### src/rtl/alu_mseq.sv
// Handshaked integer ALU: single-cycle RV base ops plus iterative unsigned
// MUL/MULHU/DIVU/REMU (one bit per cycle), one operation in flight at a time.
module alu_mseq #(
  parameter int unsigned XLEN = 32
) (
  input  logic            clk,
  input  logic            reset,
  input  logic            in_valid,
  output logic            in_ready,
  input  logic [4:0]      op,
  input  logic [XLEN-1:0] rs1,
  input  logic [XLEN-1:0] rs2,
  output logic            out_valid,
  input  logic            out_ready,
  output logic [XLEN-1:0] rd,
  output logic            err,
  output logic            busy
);

  localparam int unsigned SHW = $clog2(XLEN);
  localparam int unsigned CW  = SHW + 1;

  typedef enum logic [1:0] {
    IDLE = 2'd0,
    BUSY = 2'd1,
    DONE = 2'd2
  } state_e;

  state_e          state_q;
  logic [XLEN-1:0] rd_q;
  logic            err_q;
  logic            valid_q;
  logic            busy_q;
  logic [CW-1:0]   cnt_q;
  logic [XLEN-1:0] acc_q;  // product high half / partial remainder
  logic [XLEN-1:0] lo_q;   // multiplier-product low half / dividend-quotient
  logic [XLEN-1:0] b_q;    // multiplicand / divisor
  logic            div_q;
  logic            hi_q;   // result comes from acc (MULHU, REMU)

  logic            accept;
  logic [SHW-1:0]  shamt;
  logic [XLEN-1:0] base_res;
  logic            base_err;
  logic            m_start;
  logic [XLEN:0]   mul_sum;
  logic [XLEN:0]   div_sh;
  logic            div_ge;
  logic [XLEN-1:0] step_acc;
  logic [XLEN-1:0] step_lo;
  logic [XLEN-1:0] fin_res;

  assign in_ready  = (state_q == IDLE) || (state_q == DONE && out_ready);
  assign accept    = in_valid && in_ready;
  assign rd        = rd_q;
  assign err       = err_q;
  assign out_valid = valid_q;
  assign busy      = busy_q;
  assign shamt     = rs2[SHW-1:0];

  // Decode: single-cycle result, or request to start an iterative op
  always_comb begin
    base_res = '0;
    base_err = 1'b0;
    m_start  = 1'b0;
    if (!op[4]) begin
      case (op[3:0])
        4'b0000: base_res = rs1 + rs2;
        4'b1000: base_res = rs1 - rs2;
        4'b0001: base_res = rs1 << shamt;
        4'b0010: base_res = XLEN'($signed(rs1) < $signed(rs2));
        4'b0011: base_res = XLEN'(rs1 < rs2);
        4'b0100: base_res = rs1 ^ rs2;
        4'b0101: base_res = rs1 >> shamt;
        4'b1101: base_res = XLEN'($signed(rs1) >>> shamt);
        4'b0110: base_res = rs1 | rs2;
        4'b0111: base_res = rs1 & rs2;
        default: base_err = 1'b1;
      endcase
    end else begin
      case (op[3:0])
        4'b0000, 4'b0011: m_start = 1'b1;
        4'b0101: begin
          if (rs2 == '0) base_res = '1;
          else           m_start  = 1'b1;
        end
        4'b0111: begin
          if (rs2 == '0) base_res = rs1;
          else           m_start  = 1'b1;
        end
        default: base_err = 1'b1;
      endcase
    end
  end

  // One shift-add or restoring shift-subtract step
  always_comb begin
    mul_sum  = {1'b0, acc_q} + (lo_q[0] ? {1'b0, b_q} : '0);
    div_sh   = {acc_q, lo_q[XLEN-1]};
    div_ge   = (div_sh >= {1'b0, b_q});
    step_acc = mul_sum[XLEN:1];
    step_lo  = {mul_sum[0], lo_q[XLEN-1:1]};
    if (div_q) begin
      step_acc = div_ge ? XLEN'(div_sh - {1'b0, b_q}) : div_sh[XLEN-1:0];
      step_lo  = {lo_q[XLEN-2:0], div_ge};
    end
    fin_res = hi_q ? step_acc : step_lo;
  end

  always_ff @(posedge clk or posedge reset) begin
    if (reset) begin
      state_q <= IDLE;
      rd_q    <= '0;
      err_q   <= 1'b0;
      valid_q <= 1'b0;
      busy_q  <= 1'b0;
      cnt_q   <= '0;
      acc_q   <= '0;
      lo_q    <= '0;
      b_q     <= '0;
      div_q   <= 1'b0;
      hi_q    <= 1'b0;
    end else begin
      case (state_q)
        IDLE, DONE: begin
          if (accept) begin
            if (m_start) begin
              state_q <= BUSY;
              busy_q  <= 1'b1;
              valid_q <= 1'b0;
              err_q   <= 1'b0;
              cnt_q   <= CW'(XLEN);
              acc_q   <= '0;
              lo_q    <= rs1;
              b_q     <= rs2;
              div_q   <= op[2];
              hi_q    <= op[1];
            end else begin
              state_q <= DONE;
              valid_q <= 1'b1;
              rd_q    <= base_res;
              err_q   <= base_err;
            end
          end else if (state_q == DONE && out_ready) begin
            state_q <= IDLE;
            valid_q <= 1'b0;
          end
        end
        BUSY: begin
          acc_q <= step_acc;
          lo_q  <= step_lo;
          cnt_q <= cnt_q - CW'(1);
          if (cnt_q == CW'(1)) begin
            state_q <= DONE;
            busy_q  <= 1'b0;
            valid_q <= 1'b1;
            rd_q    <= fin_res;
            err_q   <= 1'b0;
          end
        end
        default: begin
          state_q <= IDLE;
          valid_q <= 1'b0;
          busy_q  <= 1'b0;
        end
      endcase
    end
  end

endmodule

### config.mk
export PLATFORM = sky130hd
export DESIGN_NAME = alu_mseq
export DESIGN_NICKNAME = d
export VERILOG_FILES = /design/src/rtl/alu_mseq.sv
export SDC_FILE = /design/constraint.sdc
export NUM_CORES = 1
export LEC_CHECK = 0
export CAP_MARGIN = 10
export CORE_ASPECT_RATIO = 0.7
export CORE_MARGIN = 1.5
export CORE_UTILIZATION = 40
export DETAILED_ROUTE_END_ITERATION = 7
export PLACE_DENSITY = 0.65
export SLEW_MARGIN = 30
export SYNTH_ARGS = -nofsm -noshare
export SYNTH_HDL_FRONTEND = slang
export SYNTH_SLANG_ARGS = --single-unit
### constraint.sdc
create_clock -name clk -period 5 [get_ports clk]
set_clock_uncertainty 0.1 [all_clocks]
set_input_delay 1 -clock clk [delete_from_list [all_inputs] [get_ports clk]]
set_output_delay 1 -clock clk [all_outputs]
set_load 0.03 [all_outputs]
# After elaboration in Yosys (flattened, before gate mapping)
# Index checks and enable logic that the tools add are counted.
# totals
mem_bits_rw	0
latch_bits	0
rom_bits	0
memories	0
output_inout_bits	36
regBits	141
# op_classes
n_eq_ne	17
reduce_logical	18
div	0
n_mul	0
magnitude_cmp	3
n_mux	46
bitwise_logic	3
add_sub_neg	5
n_shift	3
# op_table
cell	n
$mux W32	15
$pmux W32 S10	1
$pmux W32 S2	4
$lt A32 B32 Y1	2
$sub A32 B32 Y32	2
$add A32 B32 Y33	1
$ge A33 B32 Y1	1
$add A32 B32 Y32	1
$and A32 B32 Y32	1
$logic_not A32 Y1	1
$or A32 B32 Y32	1
$shl A32 B5 Y32	1
$shr A32 B5 Y32	1
$sshr A32 B5 Y32	1
$xor A32 B32 Y32	1
$eq A4 B3 Y1 const B	4
$mux W1	14
$mux W6	2
$pmux W6 S2	1
$reduce_and A3 Y1	4
$reduce_or A10 Y1	1
$eq A4 B2 Y1 const B	2
$eq A4 B4 Y1 const B	2
$mux W2	4
18 further kinds	27

# Depth between registers and ports, before layout
# Gate-level depths: netlist (run 1).
# depth
depth_word	7
ltp_mapped	16
ltp_nobuf	14

# Worst setup path before layout (run 1)
# No wires, ideal clock.
# synth_timing
kind	input to register
from	input port rs2[2]
to	register rd_q[30] (netlist: rd[30])
t_arrival_ns	4.452
path_stages	16
t_required_ns	4.758
path_buffers	4
setup_ns	0.142
path_slack_ns	0.306
path_cell_list	clkbuf_1 clkinv_1 clkbuf_1 clkbuf_1 ha_1 clkbuf_1 nor2b_1 o211ai_1 a21oi_1 o31ai_1 a211oi_1 o41ai_1 mux2i_1 a21oi_1 a2111oi_0 o21ai_0
# synth_between
elab_chain_len	7
# synth_rtl
element	line_no	text
from (decl)	12	input logic [XLEN-1:0] rs2,
parallel branches: the longest is 7 deep, another holds $sub A32 B32 Y32	n/a	
to (signal assigned)	141	rd_q <= base_res;
to (signal assigned)	157	rd_q <= fin_res;
to (decl)	30	logic [XLEN-1:0] rd_q;
# Several ways; the timed one is not identified. The select of a mux whose other input is x is not followed.
# A chain may end at the register's enable or synchronous reset.

# Worst setup path in the final report (run 1)
# layout_timing
from	input port rs1[0]
to	register rd_q[24] (netlist: rd[24])
# layout_between
elab_chain_len	6
# layout_rtl
element	line_no	text
from (decl)	11	input logic [XLEN-1:0] rs1,
$sub A32 B32 Y32, or another cell as far along	69	4'b1000: base_res = rs1 - rs2;
$pmux W32 S10 *	67	case (op[3:0])
$mux W32 *	66	if (!op[4]) begin
$mux W32 *	127	if (m_start) begin
$mux W32 *	126	if (accept) begin
$pmux W32 S2 *	124	case (state_q)
# Mark *: on every way between the ends. The rest lies on a longest branch, timed or not. The select of a mux whose other input is x is not followed.

==> results of run 1 <==
worst reg2reg max path: cells and delay by family (launching register included):
family,cells,cell delay [ps]
AO/OA/AOI/OAI,7,1890
multiplexers,2,920
flip-flops,1,450
adder cells (fa/ha/maj),1,390
AND/OR/NAND/NOR,1,330
buffers and inverters,1,210
cells by family (layout without fill, tap and decap cells):
logic type / Yosys count / in the layout / share of synthesized area
XOR/XNOR: 77 / 77 / 0.0343
AND/OR/NAND/NOR: 818 / 818 / 0.190
adder cells (fa/ha/maj): 171 / 171 / 0.110
AO/OA/AOI/OAI: 921 / 921 / 0.305
flip-flops: 140 / 140 / 0.178
buffers and inverters: 331 / 517 / 0.0664
multiplexers: 171 / 171 / 0.115
other: 0 / 1 / 0
cells in the mapped netlist, drive strengths merged (24+ instances only):
master	n	share of area
nor2b	24	0.0076
o22ai	26	0.0083
buf	41	0.011
and3	29	0.0092
dfrtp	140	0.18
a21o	59	0.023
a21oi	221	0.057
nor4	26	0.0083
nand3	82	0.021
xor2	31	0.014
mux2i	84	0.043
nand2	275	0.053
xnor2	46	0.021
nor3	49	0.012
inv	135	0.026
o21ai	233	0.060
nor2	226	0.043
mux4	39	0.045
clkbuf	153	0.029
ha	166	0.11
a31oi	56	0.018
a221oi	27	0.012
mux2	48	0.028
and2	44	0.014
o211ai	32	0.012
a211oi	45	0.018
power breakdown:
part	internal (W)	switching, W	leakage (nW)
Sequential	0.00163	0.000575	1.72
Combinational	0.00294	0.00439	8.41
Clock	0.000993	0.000556	0.336
through the flow:
step | hold WS (ps) | instance area [sq um] | TNS (ps)
2_1_floorplan | 368 | 19600 | 0
3_3_place_gp | 367 | 22700 | 0
3_5_place_dp | 375 | 22700 | -4.33
4_1_cts | 391 | 23400 | 0
5_1_grt | 403 | 23400 | 0
6_report | 385 | 23400 | 0
final cells by class:
| class | count | area share |
|---|---|---|
| clock inverters | 13 | 0.0112 |
| multi-input cells | 2158 | 0.636 |
| clock buffers | 19 | 0.0185 |
| repair buffers | 348 | 0.127 |
| flip-flops and latches | 140 | 0.150 |
| well taps | 655 | 0.0350 |
| diodes | 1 | 0.000107 |
| inverters | 137 | 0.0222 |
metal layers:
layer | global-route usage | vias up
met5 | 0 | -
met4 | 0.0921 | 6
met3 | 0.124 | 165
met2 | 0.539 | 1487
met1 | 0.570 | 11264
li1 | - | 10055
state kept, by name (all words and copies together) (netlist names):
| name | count |
|---|---|
| acc_q | 32 |
| b_q | 32 |
| lo_q | 32 |
| rd | 32 |
| cnt_q | 6 |
| state_q | 2 |
| busy | 1 |
| div_q | 1 |
| err | 1 |
| hi_q | 1 |
how the worst max path moves through the flow:
stage / from / to / slack, ps / cells after the start
finish: rs1[0] / rd[24] / 370 / 18
global route: rs1[0] / rd[30] / 40 / 17
CTS: rs1[0] / rd[24] / 430 / 18
detailed placement: rs1[0] / rd[24] / -4 / 18
global placement: rs1[0] / rd[30] / 10 / 17
floorplan: reset / acc_q[0] / 150 / 1
what timing repair did:
action                                  4_1_cts  5_1_grt
setup buffers                                 0        0
endpoints found under the hold margin         0        0
gates resized for setup                       0        2
endpoints found under the setup margin        0        1
==> results.toml, run 1 <==
[run_status]
status = "finished clean"

[drt]
wl_per_cell_um = 28.4
top_layer = "met5"
dr_wl_met3_mm = 12.5
met1_length_mm = 44.1
drcViolationCount = 0
drt_iter0_markers = 3206
viasPerCell = 6.62
vias = 22977
dr_wl_met2_mm = 39.6
first_pass_iters = 6
drtAntennaViolNets = 0
routed_wl_mm = 98.7

[sta]
hold_violations = 0
period_needed_ps = 4630
tightest_slew_ps = 869
slew_headroom = 0.415
worst_slack_ps = 369
setup_viol_count_final = 0
slew_violations = 0
rsz0062_at_grt = "no"
fmax_ghz = 0.216
min_period_over_period = 0.926

[cts]
cts_buffers = 17
cts.path.max_buffers = 2
cts-hold-fix-buffers = 0
clockRootBuffer = "clkbuf_16"
htree_levels = 4
clk_pin_slew_ps = 70
cts_tree = "built"
clock_sinks = 140
clock_latency_ps = 450

[pwr]
fin_total_pwr_w = 0.0111
irDropWorstVdd_mv = 0.287
cellLeakagePower_nw = 10.5
power_density_mw_per_mm2 = 474

[finish]
area.growth.synth_to_final_pct = 19.2
n_fill_cell = 4781
fin_util = 0.486
final_cells = 3471
drive_gt1_frac = 0.143
layout_commonest_cell = "nand2_1"
most-common-layout-cells = "nand2_1 (275), buf_4 (231), nor2_1 (224)"
seqCellArea_sq_mm = 0.00351
multi_input_comb_area_sq_mm = 0.0149
final_nets = 3045

[synthesis]
yosys_warnings = 0
synth-main-ff-cell = "dfrtp_1"
syn_area_sq_mm = 0.0196
syn_nets = 2872
async_flop_share = 1.00
synth_cell_type_count = 88
netlist_instances = 2629
ys_seq_elements = 140
synth.avg_cell_area_sq_um = 7.47
seq_area_frac_synth = 0.178
synth_edf_count = 0

[setup_path]
crit_path_cell_trace = "clkdlybuf4s50_1 -> inv_1 -> ha_1 -> inv_1 -> fa_1 -> nor2b_1 -> o211ai_1 -> a21oi_1 -> o31ai_1 -> buf_4 -> buf_4 -> a21oi_1 -> buf_4 -> a21oi_1 -> a21o_1 -> a311oi_1 -> a21oi_1 -> o32a_1"
r2r_slack_ps = 590
rr_worst_depth = 12
crit_required_ps = 5230
cp_slowest_stage_delay_ps = 600
worstReg2RegStart = "acc_q[1]"
worstSetupEndpointType = "register"
r2r_end = "rd[5]"
path_buf_inv = 6
crit_top_cell = "a21oi_1"
path_max_fanout = 3
path_class = "in -> reg"
critPathTopFamily = "compound AO/OA/AOI/OAI gates"
arrival_ps = 4860
critical_path.slowest_cell = "clkdlybuf4s50_1"
start_kind = "input port"

[placed_design]
dp.final_hpwl_mm = 78.3
placed_cells = 3438
dp_slack_ps = -4.33
portBuffers = 108
globalplace.congestion = 1.02

[global_route]
grt_start_max_net_pins = 75
grt_antenna_before_repair = 4
grt_first_pass_wirelength_mm = 145
overflow = 0
gr-usage-all-layers = 0.387
grt_pass1_vias = 21515

[floorplanning]
die_x_um = 268
dieArea_sq_mm = 0.0505
initial_utilization = 0.408
num_rows = 67
num_io_pins = 109
core-area_sq_mm = 0.0482
die_h_um = 188

[worst_hold_path]
min-delay-start = "rd[5]"
hold_path_end = "rd[5]"
hold_class = "reg -> reg"
hold_depth = 2

[run]
max_cap_viol_count = 0
Power figures use the tool's default switching activity.
==> run 2, diff against run 1 <==
--- a/config.mk
+++ b/config.mk
@@ -5,13 +5,16 @@
 export SDC_FILE = /design/constraint.sdc
 export NUM_CORES = 1
 export LEC_CHECK = 0
-export CAP_MARGIN = 10
+export CAP_MARGIN = 20
+export CELL_PAD_IN_SITES_DETAIL_PLACEMENT = 1
+export CELL_PAD_IN_SITES_GLOBAL_PLACEMENT = 1
 export CORE_ASPECT_RATIO = 0.7
 export CORE_MARGIN = 1.5
 export CORE_UTILIZATION = 40
 export DETAILED_ROUTE_END_ITERATION = 7
-export PLACE_DENSITY = 0.65
+export PLACE_DENSITY = 0.82
 export SLEW_MARGIN = 30
 export SYNTH_ARGS = -nofsm -noshare
 export SYNTH_HDL_FRONTEND = slang
 export SYNTH_SLANG_ARGS = --single-unit
+export TNS_END_PERCENT = 1
==> run 2 against run 1 <==
Compared with the run above: routed wire length grew 10%; worst hold slack gained 4.4 ps; final area shrank 1.2%; sequential share of layout area grew 0.19 points; die area is the same; critical path depth shrank 1; register-to-register slack lost 60 ps; core utilization shrank 0.59 points; non-clock buffer count shrank 20; critical endpoint is now rd[30]; highest routed layer unchanged.
==> results.toml, run 2 (synthesized netlist as in run 1, its figures left out) <==
[floorplanning]
core-area_sq_mm = 0.0482
die_h_um = 188
dieArea_sq_mm = 0.0505
num_io_pins = 109
die_x_um = 268
num_rows = 67
initial_utilization = 0.408

[sta]
setup_viol_count_final = 0
rsz0062_at_grt = "no"
period_needed_ps = 4690
hold_violations = 0
tightest_slew_ps = 1030
fmax_ghz = 0.213
min_period_over_period = 0.937
slew_headroom = 0.304
slew_violations = 0
whs_ps = 390

[pwr]
power_density_mw_per_mm2 = 484
fin_total_pwr_w = 0.0112
cellLeakagePower_nw = 10.3
irDropWorstVdd_mv = 0.305

[drt]
vias = 23613
drtAntennaViolNets = 0
wl_per_cell_um = 31.6
drt_iter0_markers = 3342
routed_wl_mm = 109
first_pass_iters = 6
viasPerCell = 6.84
drcViolationCount = 0

[setup_path]
r2r_slack_ps = 530
path_max_fanout = 3
setup.worst_path.start = "rs1[0]"
arrival_ps = 4880
path_class = "in -> reg"
endpoint = "rd[30]"
start_kind = "input port"
r2r_end = "rd[9]"
worstReg2RegStart = "acc_q[1]"
crit_required_ps = 5190
worstSetupEndpointType = "register"
rr_worst_depth = 12

[global_route]
gr-usage-all-layers = 0.426
grt_first_pass_wirelength_mm = 159
grt_antenna_before_repair = 6
overflow = 0
grt_start_max_net_pins = 87
grt_pass1_vias = 23457

[cts]
cts.path.max_buffers = 2
clock_sinks = 140
clockRootBuffer = "clkbuf_16"
cts-resized-gates = 0
htree_levels = 4
clk_pin_slew_ps = 70
clock_latency_ps = 440
post-cts-setup-buffers = 0
cts_tree = "built"
cts_buffers = 17
cts-hold-fix-buffers = 0

[placed_design]
globalplace.congestion = 1.09
dp.final_hpwl_mm = 85.6
portBuffers = 108

[finish]
most-common-layout-cells = "nand2_1 (275), nor2_1 (224), o21ai_0 (221)"
layout_commonest_cell = "nand2_1"
drive_gt1_frac = 0.137
final_nets = 3025
area.growth.synth_to_final_pct = 17.7

[worst_hold_path]
hold_depth = 1
hold_class = "reg -> reg"

[run_status]
status = "finished clean"

[run]
max_cap_viol_count = 0
[run 2: how the worst min path moves through the flow]
| stage | from | to | slack [ps] |
|---|---|---|---|
| after floorplan | b_q[0] | b_q[0] | 370 |
| after CTS | rd[2] | rd[2] | 390 |
| after global placement | rd[5] | rd[5] | 370 |
| after detailed placement | rd[2] | rd[2] | 380 |
| final | rd[2] | rd[2] | 390 |
| after global routing | rd[2] | rd[2] | 400 |
[run 2: metrics by stage]
step	utilization	instance area (sq um)	std cells	setup WS (ps)	TNS, ps
6_report	0.480	23100	3451	315	0
5_1_grt	0.480	23100	3450	80.3	0
4_1_cts	0.480	23100	3450	448	0
3_5_place_dp	0.468	22500	3418	19.5	0
3_3_place_gp	0.467	22500	3417	-73.3	-119
2_1_floorplan	-	19600	2629	147	0
[run 2: routing by layer]
metal	vias to the layer above	GRT usage	routed length [um]
li1	10011	-	-
met1	11869	0.609	47600
met2	1490	0.629	45500
met3	239	0.106	12200
met4	4	0.119	3640
met5	-	0	27
[run 2: report_power, final]
| group | total [W] | switching [W] | internal [W] |
|---|---|---|---|
| Clock | 0.00134 | 0.000598 | 0.000746 |
| Sequential | 0.00232 | 0.000693 | 0.00163 |
| Combinational | 0.00752 | 0.00459 | 0.00293 |
[run 2: layout make-up]
cell class	count	area [sq um]
clock inverters	14	158
repair buffers	328	2810
clock buffers	18	429
fillers	5945	25100
inverters	137	519
diodes	1	2.50
well taps	655	820
multi-input cells	2158	14900
flip-flops and latches	140	3510
[run 2: critical path: stages]
cell and delay [ps]:
clkdlybuf4s50_1 560, inv_1 140, ha_1 200, inv_1 60, fa_1 380, nor2b_1 170, o211ai_1 290, a21oi_1 180
o31ai_1 240, buf_4 190, a211oi_1 120, o41ai_1 370, buf_4 180, mux2i_1 210, a21oi_1 90, a2111oi_0 330
o21ai_0 150
